**src/rtl/handshake_pkg.sv**
```systemverilog
// Shared types and helpers for the usb_clk clear-request arbiter.
// Holds the FSM encoding, the round-robin search and the counter width helper.
package handshake_pkg;

  typedef enum logic [1:0] {
    ST_RESET    = 2'd0,
    ST_IDLE     = 2'd1,
    ST_PULSE    = 2'd2,
    ST_WAIT_REL = 2'd3
  } hs_state_e;

  localparam int MAX_CH = 16;

  // Width able to hold 0..n, never narrower than one bit.
  function automatic int cnt_w(input int n);
    int w;
    w = $clog2(n + 1);
    return (w < 1) ? 1 : w;
  endfunction

  // First set bit of eligible scanning ptr, ptr+1, ... modulo n.
  // Returns ptr when nothing is eligible; callers gate on |eligible.
  function automatic int next_rr_idx(input int ptr, input logic [MAX_CH-1:0] eligible,
                                     input int n);
    int res;
    int idx;
    res = ptr;
    for (int k = MAX_CH - 1; k >= 0; k--) begin
      idx = ptr + k;
      if (idx >= n) idx = idx - n;
      if (k < n && eligible[4'(idx)]) res = idx;
    end
    return res;
  endfunction

endpackage

```
**src/rtl/handshake_clr_arbiter_sync.sv**
```systemverilog
// Per-bit multi-flop synchroniser with a configurable reset value.
// STAGES = 0 turns it into a wire for inputs already in the usb_clk domain.
module sync_n_ff #(
  parameter int   STAGES  = 2,
  parameter logic RST_VAL = 1'b1
) (
  input  logic usb_clk,
  input  logic rst_n,
  input  logic d,
  output logic q
);

  generate
    if (STAGES == 0) begin : g_bypass
      // clock/reset have no load in bypass mode
      logic unused_clk_rst;
      assign unused_clk_rst = usb_clk ^ rst_n;
      assign q = d;
    end else begin : g_ff
      logic [STAGES-1:0] ff;
      always_ff @(posedge usb_clk or negedge rst_n) begin
        if (!rst_n) ff <= {STAGES{RST_VAL}};
        else        ff <= STAGES'({ff, d});
      end
      assign q = ff[STAGES-1];
    end
  endgenerate

endmodule

```
**src/rtl/handshake_clr_arbiter.sv**
```systemverilog
// Round-robin arbiter turning N_CH active-low clear requests into one
// registered, fixed-width active-low clear pulse each, with release timeout.
module handshake_clr_arbiter
  import handshake_pkg::*;
#(
  parameter int  N_CH           = 2,
  parameter int  SYNC_STAGES    = 2,
  parameter int  PULSE_CYCLES   = 1,
  parameter int  TIMEOUT_CYCLES = 1024,
  localparam int IDX_W          = (N_CH > 1) ? $clog2(N_CH) : 1
) (
  input  logic             usb_clk,
  input  logic             rst_n,
  input  logic [N_CH-1:0]  req_n_i,
  output logic [N_CH-1:0]  clr_n_o,
  output logic             busy_o,
  output logic [IDX_W-1:0] grant_idx_o,
  output logic [N_CH-1:0]  timeout_o,
  input  logic [N_CH-1:0]  timeout_clr_i
);

  localparam int PCW = cnt_w(PULSE_CYCLES);
  localparam int TCW = cnt_w(TIMEOUT_CYCLES);

  logic [N_CH-1:0] req_s;

  generate
    for (genvar i = 0; i < N_CH; i++) begin : g_sync
      sync_n_ff #(.STAGES(SYNC_STAGES), .RST_VAL(1'b1)) u_sync (
        .usb_clk (usb_clk),
        .rst_n   (rst_n),
        .d       (req_n_i[i]),
        .q       (req_s[i])
      );
    end
  endgenerate

  hs_state_e        state, state_nxt;
  logic [IDX_W-1:0] ptr, ptr_nxt, gidx, gidx_nxt, rr_g, ptr_inc;
  logic [PCW-1:0]   pcnt, pcnt_nxt;
  logic [TCW-1:0]   tcnt, tcnt_nxt;
  logic [N_CH-1:0]  mask, mask_nxt, tflag, tflag_nxt, clr_n, clr_n_nxt;
  logic [N_CH-1:0]  elig, g_oh, to_set;

  assign elig    = ~req_s & ~mask;
  assign rr_g    = IDX_W'(next_rr_idx(int'(ptr), MAX_CH'(elig), N_CH));
  assign g_oh    = N_CH'(1'b1) << gidx;
  assign ptr_inc = (int'(gidx) == N_CH - 1) ? '0 : gidx + 1'b1;

  always_comb begin
    state_nxt = state;
    ptr_nxt   = ptr;
    gidx_nxt  = gidx;
    pcnt_nxt  = pcnt;
    tcnt_nxt  = tcnt;
    to_set    = '0;
    // A released request re-arms its channel.
    mask_nxt  = mask & ~req_s;
    clr_n_nxt = '1;

    case (state)
      ST_RESET: state_nxt = ST_IDLE;
      ST_IDLE: begin
        if (|elig) begin
          state_nxt = ST_PULSE;
          gidx_nxt  = rr_g;
          pcnt_nxt  = '0;
        end
      end
      ST_PULSE: begin
        if (pcnt == PCW'(PULSE_CYCLES - 1)) begin
          state_nxt = ST_WAIT_REL;
          tcnt_nxt  = '0;
        end else begin
          pcnt_nxt = pcnt + 1'b1;
        end
      end
      ST_WAIT_REL: begin
        if (|(req_s & g_oh)) begin
          state_nxt = ST_IDLE;
          ptr_nxt   = ptr_inc;
        end else if (TIMEOUT_CYCLES != 0 && tcnt == TCW'(TIMEOUT_CYCLES - 1)) begin
          to_set    = g_oh;
          mask_nxt  = mask_nxt | g_oh;
          state_nxt = ST_IDLE;
          ptr_nxt   = ptr_inc;
        end else if (tcnt != {TCW{1'b1}}) begin
          tcnt_nxt = tcnt + 1'b1;
        end
      end
      default: state_nxt = ST_RESET;
    endcase

    tflag_nxt = (tflag & ~timeout_clr_i) | to_set;

    // Output flop follows next-state so the pulse starts on the PULSE entry edge.
    if (state_nxt == ST_PULSE) clr_n_nxt = ~(N_CH'(1'b1) << gidx_nxt);
  end

  always_ff @(posedge usb_clk or negedge rst_n) begin
    if (!rst_n) begin
      state <= ST_RESET;
      ptr   <= '0;
      gidx  <= '0;
      pcnt  <= '0;
      tcnt  <= '0;
      mask  <= '0;
      tflag <= '0;
      clr_n <= '1;
    end else begin
      state <= state_nxt;
      ptr   <= ptr_nxt;
      gidx  <= gidx_nxt;
      pcnt  <= pcnt_nxt;
      tcnt  <= tcnt_nxt;
      mask  <= mask_nxt;
      tflag <= tflag_nxt;
      clr_n <= clr_n_nxt;
    end
  end

  assign clr_n_o     = clr_n;
  assign busy_o      = (state == ST_PULSE) || (state == ST_WAIT_REL);
  assign grant_idx_o = gidx;
  assign timeout_o   = tflag;

endmodule

```
**config.mk**
```make
export PLATFORM = sky130hd
export DESIGN_NAME = handshake_clr_arbiter
export DESIGN_NICKNAME = d
export VERILOG_FILES = /design/src/rtl/handshake_pkg.sv /design/src/rtl/handshake_clr_arbiter_sync.sv /design/src/rtl/handshake_clr_arbiter.sv
export SDC_FILE = /design/constraint.sdc
export NUM_CORES = 1
export LEC_CHECK = 0
export BUFFER_PORTS_ARGS = -buffer_cell sky130_fd_sc_hd__buf_4
export CAP_MARGIN = 5
export CORE_MARGIN = 4
export CORE_UTILIZATION = 50
export DETAILED_ROUTE_END_ITERATION = 8
export PLACE_DENSITY = 0.69
export SYNTH_ARGS = -nofsm -noshare
export SYNTH_HDL_FRONTEND = slang
export SYNTH_HIERARCHICAL = 1
export SYNTH_SLANG_ARGS = --single-unit
```
**constraint.sdc**
```tcl
create_clock -name usb_clk -period 1.8 [get_ports usb_clk]
set_input_delay 0.18 -clock usb_clk [delete_from_list [all_inputs] [get_ports usb_clk]]
set_output_delay 0.18 -clock usb_clk [all_outputs]
set_load 0.02 [all_outputs]
```
==> reports/metrics.cfg, run 1 <==
[clock_tree]
cts_buffers = 3
clkTransAtPathRegs_ns = 0.14
root_buffer = clkbuf_4
cts_sinks = 25
cts_max_level = 1
cts_tree = done
cts_max_path_buffers = 2
clock_latency_ns = 0.33

[global_route]
antenna_found_initial = 0
grt_util_met3_pct = 3.68
grt_pass1_wl_um = 4290
grt_overflow_total = 0
grt_pass1_vias = 914
grt_use_total_pct = 17.1
grt_max_degree = 26
grt_use_met1_pct = 22.3
grt_most_used_layer = met2
use_met2_pct = 27.6

[drt]
num_vias = 942
wl_per_cell_um = 14.7
first_pass_iters = 4
drt-initial-drc-count = 12
detail-route-antenna-nets = 0
via_per_inst = 5.74
wl_um = 2410
drc = 0

[critical_path]
r2r_start = tcnt[4]
r2r_end = tcnt[9]
worst_ep_required_time_ns = 2.03
r2r_setup_slack_ns = 0.12
start_kind = register
worstSetupEndpointType = register
arrival_ns = 1.91
worstPathMaxFanout = 8
crit_type = reg -> reg
ff2ff_path_depth = 4

[sta]
worst_slack_ns = 0.121
skew_ns = 0.00268
fin_setup_tns_ns = 0
slew_headroom_pct = 68.5
min_period_ns = 1.68
drv_slew = 0
tightest_slew_ns = 0.469
final-setup-viol-count = 0
finalCritPeriodShare_pct = 93.3
finalHoldViolations = 0
fmax_mhz = 596
rsz0062_at_grt = no

[pwr]
power_density_nw_per_um2 = 1170
peakVddDrop_mv = 0.853
leakagePower_nw = 0.593

[floorplanning]
start_util_pct = 53.3
io_pins = 12
core_area_um2 = 2230
rows = 17
die_w_um = 56.8
die_y_um = 56.8
die_area_um2 = 3230

[finish]
n_antenna_cell = 0
finish.utilization_pct = 63.9
fin_nets = 144
final_cells = 164
nFillCells = 196
drive_gt1_share_pct = 27.2
area_delta_synth_final_pct = 19.7

[synthesis]
yosysWarnings = 6
synth_fa_ha_area_share_pct = 1.05
synth_top_area_share_pct = 39.9
synth-xor-area-share_pct = 0
synth-seq-cells = 25
syn-num-nets = 121
synthTopCellsByArea = dfrtp_1 (40%), dfstp_2 (13%), nand2_1 (3.2%)
syn_inst = 114
synth.area.mux_share_pct = 4.41
syn_avg_cell_area_um2 = 10.4
synth_top_family_by_area = simple AND/OR/NAND/NOR gates
synth_compound_area_share_pct = 14.0
synthDistinctLibCells = 36
synth_top_area_cell = dfrtp_1
synthSimpleGateAreaFrac_pct = 23.8
seq_area_frac_synth_pct = 53.2
synth_area_um2 = 1190

[hold_path]
min_from = timeout_clr_i[0]
min_path_type = in -> reg
min_path_cells = 2
min_to = timeout_o[0]

[status]
outcome = completed

[place]
dp_cells = 157
gp_congestion = 0.815
portBuffers = 11
pre_cts_slack_ns = 0.125
dp_hpwl_um = 1710

[flow_run]
drv_cap = 0

[per-stage QoR]
step	hold WS, ns	cell area, um2	power, W
finish	0.0207	1430	0.00167
global route	0.00753	1430	0.00180
CTS	0.0134	1410	0.00167
detailed placement	0.0955	1350	0.00140
global placement	0.0948	1350	0.00138
floorplan	-0.116	1190	0.00116
[critical path: stages, from the launching register on]
cell and delay [ns]:
dfrtp_1 0.51, and4_1 0.25, nand2_1 0.09, or4_1 0.48, o221a_1 0.25
[report_power, final]
group	total, W	switching (W)	internal, W
clock network	0.000261	0.000176	0.0000851
logic	0.000654	0.000372	0.000282
registers	0.000753	0.0000830	0.000670
total	0.00167	0.000630	0.00104
[layout by cell type, fill, tap and decap left out, types with 2 or more instances in the layout]
master	n
nor2_1	6
dlygate4sd3_1	3
a21oi_1	6
nand3_1	3
o31ai_1	4
nor4_1	4
or4_1	3
clkbuf_4	3
dfstp_2	6
o22ai_1	2
mux2i_1	3
buf_4	19
nand2b_1	4
o21ai_0	4
mux2_2	2
inv_1	7
dfrtp_1	19
nor3_1	5
nand4_1	3
nand2_1	10
[routing by layer]
metal | wire length (um) | part of all wire (%)
met3 | 101 | 4.2
met5 | 0 | 0
met4 | 49 | 2.0
met2 | 1100 | 46
met1 | 1150 | 48
[synth_stat cells]
cell and number:
a2111o_1 1, a21oi_1 6, a31oi_1 1, and2_1 1, and4_1 1, buf_2 1, clkbuf_1 3, dfrtp_1 19
dfstp_2 6, ha_1 1, inv_1 7, mux2_2 2, mux2i_1 3, nand2_1 10, nand2b_1 4, nand3_1 4
nand4_1 3, nand4_4 1, nor2_1 6, nor2b_1 1, nor3_1 5, nor4_1 5, nor4_4 1, nor4b_1 1
o211ai_1 1, o21a_1 1, o21ai_0 4, o21ai_1 1, o21bai_1 1, o221a_1 1, o22ai_1 2, o311ai_0 1
o31ai_1 4, o41ai_1 1, or3b_2 1, or4_1 3
[repair_timing]
item                                    CTS  global route
endpoints found under the setup margin    0             3
hold buffers                              3             0
endpoints found under the hold margin    27             0
resized for setup                         0             3
setup buffers                             0             0
[state kept, by name, summed over array words and instances, names as in the netlist]
name	cells
grant_idx_o	1
state	2
tcnt	11
g_sync.u_sync/g_ff.ff	4
ptr	1
clr_n_o	2
timeout_o	2
mask	2
[cell families (layout without fill, tap and decap cells)]
family | Yosys count | after routing
DFF | 25 | 25
and+or+nand+nor | 47 | 47
adders and majority gates | 1 | 1
buffers and inverters | 11 | 33
AOI/OAI and AO/OA | 25 | 25
muxes | 5 | 5
[cell type report]
class	instances	area, um2	area share (%)
clock buffer	3	22.5	1.58
clock inverter	1	7.51	0.526
inverter	7	26.3	1.84
multi-input combinational	78	529	37.1
sequential	25	633	44.4
tap	28	35.0	2.46
timing repair buffer	22	173	12.1
[how the worst max path moves through the flow]
stage,start,endpoint,slack (ns),cells after the start
floorplan,g_sync[0].u_sync/g_ff.ff[1],tcnt[9],0.11,6
global placement,tcnt[4],tcnt[9],0.17,4
detailed placement,tcnt[1],tcnt[0],0.13,5
CTS,tcnt[1],timeout_o[1],0.1,6
global route,tcnt[4],tcnt[0],0.03,4
finish,tcnt[4],tcnt[9],0.12,4
No activity file was read; power rests on OpenSTA's default activity.
==> run 2: changes to the inputs <==
--- a/config.mk
+++ b/config.mk
@@ -7,10 +7,12 @@
 export LEC_CHECK = 0
 export BUFFER_PORTS_ARGS = -buffer_cell sky130_fd_sc_hd__buf_4
 export CAP_MARGIN = 5
+export CORE_ASPECT_RATIO = 0.6
 export CORE_MARGIN = 4
 export CORE_UTILIZATION = 50
 export DETAILED_ROUTE_END_ITERATION = 8
 export PLACE_DENSITY = 0.69
+export REMOVE_ABC_BUFFERS = 1
 export SYNTH_ARGS = -nofsm -noshare
 export SYNTH_HDL_FRONTEND = slang
 export SYNTH_HIERARCHICAL = 1
==> constraint.sdc (replaced) <==
create_clock -name usb_clk -period 1.9 [get_ports usb_clk]
set_input_delay 0.19 -clock usb_clk [delete_from_list [all_inputs] [get_ports usb_clk]]
set_output_delay 0.19 -clock usb_clk [all_outputs]
set_load 0.02 [all_outputs]
==> reports/metrics.cfg, run 2 (synthesis gave the netlist of run 1 again) <==
[status]
outcome = completed

[pwr]
p_int_w = 0.00101
leakagePower_nw = 0.575
power_frac_comb_pct = 33.6
pwr-share-seq_pct = 47.2
switching_share_pct = 36.8
p_switching_w = 0.000587
power_density_nw_per_um2 = 1150
finalPower_w = 0.00160
p_clk_share_pct = 19.2
peakVddDrop_mv = 0.852

[drt]
wl_per_cell_um = 14.8
first_pass_iters = 4
detail-route-antenna-nets = 0
drc = 0
num_vias = 926
via_per_inst = 5.79
drt-initial-drc-count = 65
wl_um = 2360

[sta]
finalCritPeriodShare_pct = 90.4
rsz0062_at_grt = no
drv_slew = 0
skew_ns = 0.00127
min_period_ns = 1.72
fmax_mhz = 582
tightest_slew_ns = 0.475
final-setup-viol-count = 0
fin_setup_tns_ns = 0
finalHoldViolations = 0
slew_headroom_pct = 68.1

[critical_path]
crit_type = reg -> reg
arrival_ns = 1.87
worstPathMaxFanout = 9
worstSetupEndpointType = register
start_kind = register
worst_ep_required_time_ns = 2.06

[finish]
largest_reg_flops = 11
finish.utilization_pct = 62.7
final_common_cell = dfrtp_1
fin_nets = 138
top_register = tcnt
multi_input_area_um2 = 522
top_regs = tcnt (11), g_sync.u_sync/g_ff.ff (4)
final_cells = 160
drive_gt1_share_pct = 23.8
nFillCells = 189
area_delta_synth_final_pct = 16.4
most-common-layout-cells = dfrtp_1 (19), buf_4 (15), nand2_1 (10)
regArea_um2 = 633
n_antenna_cell = 0

[floorplanning]
io_pins = 12
die_area_um2 = 3250
core_area_um2 = 2210
die_w_um = 71.0
die_y_um = 45.8
rows = 13
start_util_pct = 53.8

[clock_tree]
cts_sinks = 25
cts_buffers = 3
cts_tree = done
clkTransAtPathRegs_ns = 0.08
cts_max_level = 1
post-cts-setup-buffers = 0
root_buffer = clkbuf_8
clock_latency_ns = 0.26
cts_max_path_buffers = 2

[global_route]
grt_max_degree = 26
grt_pass1_vias = 834
grt_pass1_wl_um = 4120
antenna_found_initial = 0
grt_use_total_pct = 17.0
grt_overflow_total = 0

[place]
gp_congestion = 0.839
dp_hpwl_um = 1740
portBuffers = 11
dp_cells = 155

[hold_path]
min_path_type = in -> reg

[flow_run]
drv_cap = 0

[run 2: cell types whose count changed in the layout (fill, tap and decap cells not counted), moves of 2 or more]
cell / before / now
clkbuf_4: 3 / 0
clkbuf_8: 0 / 3
buf_4: 19 / 15
dlygate4sd3_1: 3 / 1
[run 2: worst paths after layout]
path,start,to,slack (ns),depth (start not counted)
min in group asynchronous,rst_n,timeout_o[0],0.35,2
hold / removal,req_n_i[0],g_sync[0].u_sync/g_ff.ff[0],0.03,1
setup reg to reg,tcnt[0],tcnt[0],0.18,5
hold reg to reg,g_sync[1].u_sync/g_ff.ff[0],g_sync[1].u_sync/g_ff.ff[1],0.36,0
setup / recovery,tcnt[0],tcnt[0],0.18,5
max in group asynchronous,rst_n,clr_n_o[0],1.26,2
[run 2: power groups by stage]
stage	sequential (W)	clock, W	combinational (W)
global placement	0.000755	0	0.000514
detailed placement	0.000755	0	0.000518
CTS	0.000746	0.000316	0.000522
floorplan	0.000781	0	0.000292
global route	0.000769	0.000333	0.000597
finish	0.000754	0.000307	0.000536
[run 2: stage by stage]
| stage | cell area (um2) | setup WS (ns) | hold WS [ns] |
|---|---|---|---|
| floorplan | 1170 | 0.159 | -0.106 |
| global placement | 1330 | 0.200 | 0.106 |
| detailed placement | 1330 | 0.141 | 0.107 |
| CTS | 1380 | 0.132 | 0.0206 |
| global route | 1390 | 0.0234 | 0.0167 |
| finish | 1390 | 0.183 | 0.0254 |
[run 2: worst max-delay path, stage by stage (launching register included)]
cell and delay [ns]:
dfrtp_1 0.42, ha_2 0.23, nand3_1 0.16, nor4_4 0.39
nor2_1 0.11, mux2_2 0.29
[run 2: final cells by class]
cell class	instances	area share (%)
clock buffers	4	3.25
inverters	7	1.90
multi-input cells	78	37.6
flip-flops and latches	25	45.7
well taps	30	2.71
repair buffers	16	8.84
[run 2: per-layer routing]
| layer | GRT usage (%) | vias to the layer above | share of wire (%) |
|---|---|---|---|
| li1 | - | 457 | - |
| met1 | 24.1 | 430 | 50 |
| met2 | 25.4 | 37 | 41 |
| met3 | 5.51 | 2 | 7.3 |
| met4 | 4.49 | 0 | 0.81 |
| met5 | 0 | - | 0 |
[run 2: what timing repair did]
action | 4_1_cts | 5_1_grt
hold buffers | 1 | 0
endpoints found under the setup margin | 0 | 5
resized for setup | 0 | 2
endpoints found under the hold margin | 19 | 0
==> run 3: changes to the inputs <==
--- a/config.mk
+++ b/config.mk
@@ -5,6 +5,7 @@
 export SDC_FILE = /design/constraint.sdc
 export NUM_CORES = 1
 export LEC_CHECK = 0
+export ABC_AREA = 1
 export BUFFER_PORTS_ARGS = -buffer_cell sky130_fd_sc_hd__buf_4
 export CAP_MARGIN = 5
 export CORE_ASPECT_RATIO = 0.6
==> reports/metrics.cfg, run 3 <==
[status]
outcome = completed

[sta]
skew_ns = 0.00891
fmax_mhz = 601
worst_slack_ns = 0.236
finalHoldViolations = 0
slew_headroom_pct = 79.6
final-setup-viol-count = 0
min_period_ns = 1.66
finalCritPeriodShare_pct = 87.6
rsz0062_at_grt = no
tightest_slew_ns = 0.307
fin_setup_tns_ns = 0
drv_slew = 0

[finish]
top_register = tcnt
fin_nets = 177
largest_reg_flops = 11
top_regs = tcnt (11), g_sync.u_sync/g_ff.ff (4)
design_area_um2 = 1420
drive_gt1_share_pct = 19.5
final_common_cell = nand2_1
n_antenna_cell = 0
most-common-layout-cells = nand2_1 (52), dfrtp_1 (19), inv_1 (16)
area_delta_synth_final_pct = 12.3

[global_route]
grt_use_total_pct = 16.6
grt_pass1_vias = 916
grt_pass1_wl_um = 4170
antenna_found_initial = 0
grt_max_degree = 26
grt_overflow_total = 0

[synthesis]
synth_area_um2 = 1260
syn_inst = 155
yosysWarnings = 6
synth.area.mux_share_pct = 0
syn_avg_cell_area_um2 = 8.16
synth-xor-area-share_pct = 2.08
synthSimpleGateAreaFrac_pct = 34.0
synth_compound_area_share_pct = 5.54
synthArstFlopShare_pct = 100
synth_edf_count = 0
seq_area_frac_synth_pct = 50.0
synth_top_family_by_area = simple AND/OR/NAND/NOR gates
synth_common_cells = nand2_1 (52), dfrtp_1 (19), inv_1 (16)
synth-seq-cells = 25
yosysMostFrequentCell = nand2_1
synthDistinctLibCells = 20
synthTopCellsByArea = dfrtp_1 (38%), nand2_1 (15%), dfstp_2 (12%)
synth_top_area_cell = dfrtp_1
synth_fa_ha_area_share_pct = 0.989
yosys_most_used_dff = dfrtp_1
synth_top_area_share_pct = 37.6

[critical_path]
start_kind = register
cpPeakStageDelay_ns = 0.40
worst_ep_required_time_ns = 2.06
worstPathMaxFanout = 19
crit_type = reg -> reg
arrival_ns = 1.83
cp_slowest_cell = dfrtp_1
cp_num_buf_inv = 2
cp_common_cell = nor2_4
worstSetupEndpointType = register
crit_family = simple AND/OR/NAND/NOR gates
cp_cell_sequence = ha_1 > inv_2 > nor2_4 > nand2_2 > nor2_4 > nor2_4 > nand2_4 > inv_1 > nand2_1 > nand2_1

[clock_tree]
postCtsHoldBufs = 1
cts_max_path_buffers = 2
clkTransAtPathRegs_ns = 0.09
cts_tree = done
ctsResizeCount = 0
cts_sinks = 25
post-cts-setup-buffers = 0
cts_max_level = 1
cts_buffers = 3
clock_latency_ns = 0.26
root_buffer = clkbuf_8

[pwr]
p_int_w = 0.000943
p_clk_share_pct = 19.4
p_switching_w = 0.000621
finalPower_w = 0.00156
switching_share_pct = 39.7
power_frac_comb_pct = 35.2
peakVddDrop_mv = 0.568
power_density_nw_per_um2 = 1100
pwr-share-seq_pct = 45.3
leakagePower_nw = 0.685

[drt]
wl_per_cell_um = 11.6
detail-route-antenna-nets = 0
wl_um = 2310
via_per_inst = 4.86
first_pass_iters = 4
drc = 0
drt-initial-drc-count = 66
num_vias = 968

[place]
gp_congestion = 0.860
portBuffers = 11
dp_hpwl_um = 1770
placed_cell_area_um2 = 1370
pre_cts_slack_ns = 0.235

[floorplanning]
rows = 13
start_util_pct = 55.5
die_w_um = 72.9
die_area_um2 = 3430
die_y_um = 47.0
io_pins = 12
core_area_um2 = 2280

[flow_run]
drv_cap = 0

[hold_path]
min_path_type = in -> reg

run 3: cell count changes after synthesis, moves of 4 or more:
cell / delta
nor4_1: -5
nor2_1: +9
nand3_1: +7
a21oi_1: -5
nand2_1: +42
o31ai_1: -4
nor3_1: -5
o21ai_0: +9
nand2b_1: -4
inv_1: +9
nor2_4: +4
run 3: power by group through the flow:
stage	Combinational [W]	Sequential (W)	Clock, W
6_report	0.000551	0.000709	0.000304
5_1_grt	0.000628	0.000721	0.000341
4_1_cts	0.000557	0.000709	0.000314
3_5_place_dp	0.000552	0.000717	0
3_3_place_gp	0.000532	0.000716	0
2_1_floorplan	0.000349	0.000744	0
run 3: routing by layer:
metal / global-route usage, % / part of all wire, % / vias up
met4: 5.51 / 2.1 / 0
li1: - / - / 506
met1: 23.2 / 52 / 432
met3: 4.70 / 6.1 / 6
met5: 0 / 0 / -
met2: 25.3 / 40 / 24
run 3: kinds of logic (layout without fill, tap and decap cells):
kind of cell | count (synthesis) | in the layout
adders and majority gates | 1 | 1
buffers and inverters | 20 | 34
DFF | 25 | 25
AOI/OAI and AO/OA | 14 | 14
and+or+nand+nor | 92 | 92
xor gates and xnor gates | 3 | 3
run 3: cell type report:
class,count,area [um2]
clock buffers,4,45.0
multi-input cells,110,539
flip-flops and latches,25,633
well taps,30,37.5
repair buffers,12,92.6
fillers,190,857
inverters,18,72.6
run 3: metrics by stage:
stage | utilization (%) | hold slack [ns] | instances
final | 62.4 | 0.0335 | 199
after global routing | 62.4 | 0.0177 | 199
after CTS | 62.4 | 0.0273 | 199
after detailed placement | 59.9 | 0.108 | 194
after global placement | 59.9 | 0.103 | 194
after floorplan | - | -0.106 | 153
run 3: path summary, 6_finish.rpt:
kind | from | endpoint | slack, ns | cells past startpoint
setup / recovery | tcnt[1] | tcnt[6] | 0.24 | 10
hold / removal | req_n_i[1] | g_sync[1].u_sync/g_ff.ff[0] | 0.03 | 1
setup reg to reg | tcnt[1] | tcnt[6] | 0.24 | 10
hold reg to reg | g_sync[1].u_sync/g_ff.ff[0] | g_sync[1].u_sync/g_ff.ff[1] | 0.36 | 0
max in group asynchronous | rst_n | g_sync[0].u_sync/g_ff.ff[0] | 1.25 | 2
min in group asynchronous | rst_n | tcnt[5] | 0.36 | 2
run 3: worst reg2reg max path: stages (launching register included):
cell and delay, ns:
dfrtp_1 0.40, ha_1 0.27, inv_2 0.07, nor2_4 0.14, nand2_2 0.10, nor2_4 0.13, nor2_4 0.06, nand2_4 0.17
inv_1 0.11, nand2_1 0.07, nand2_1 0.05
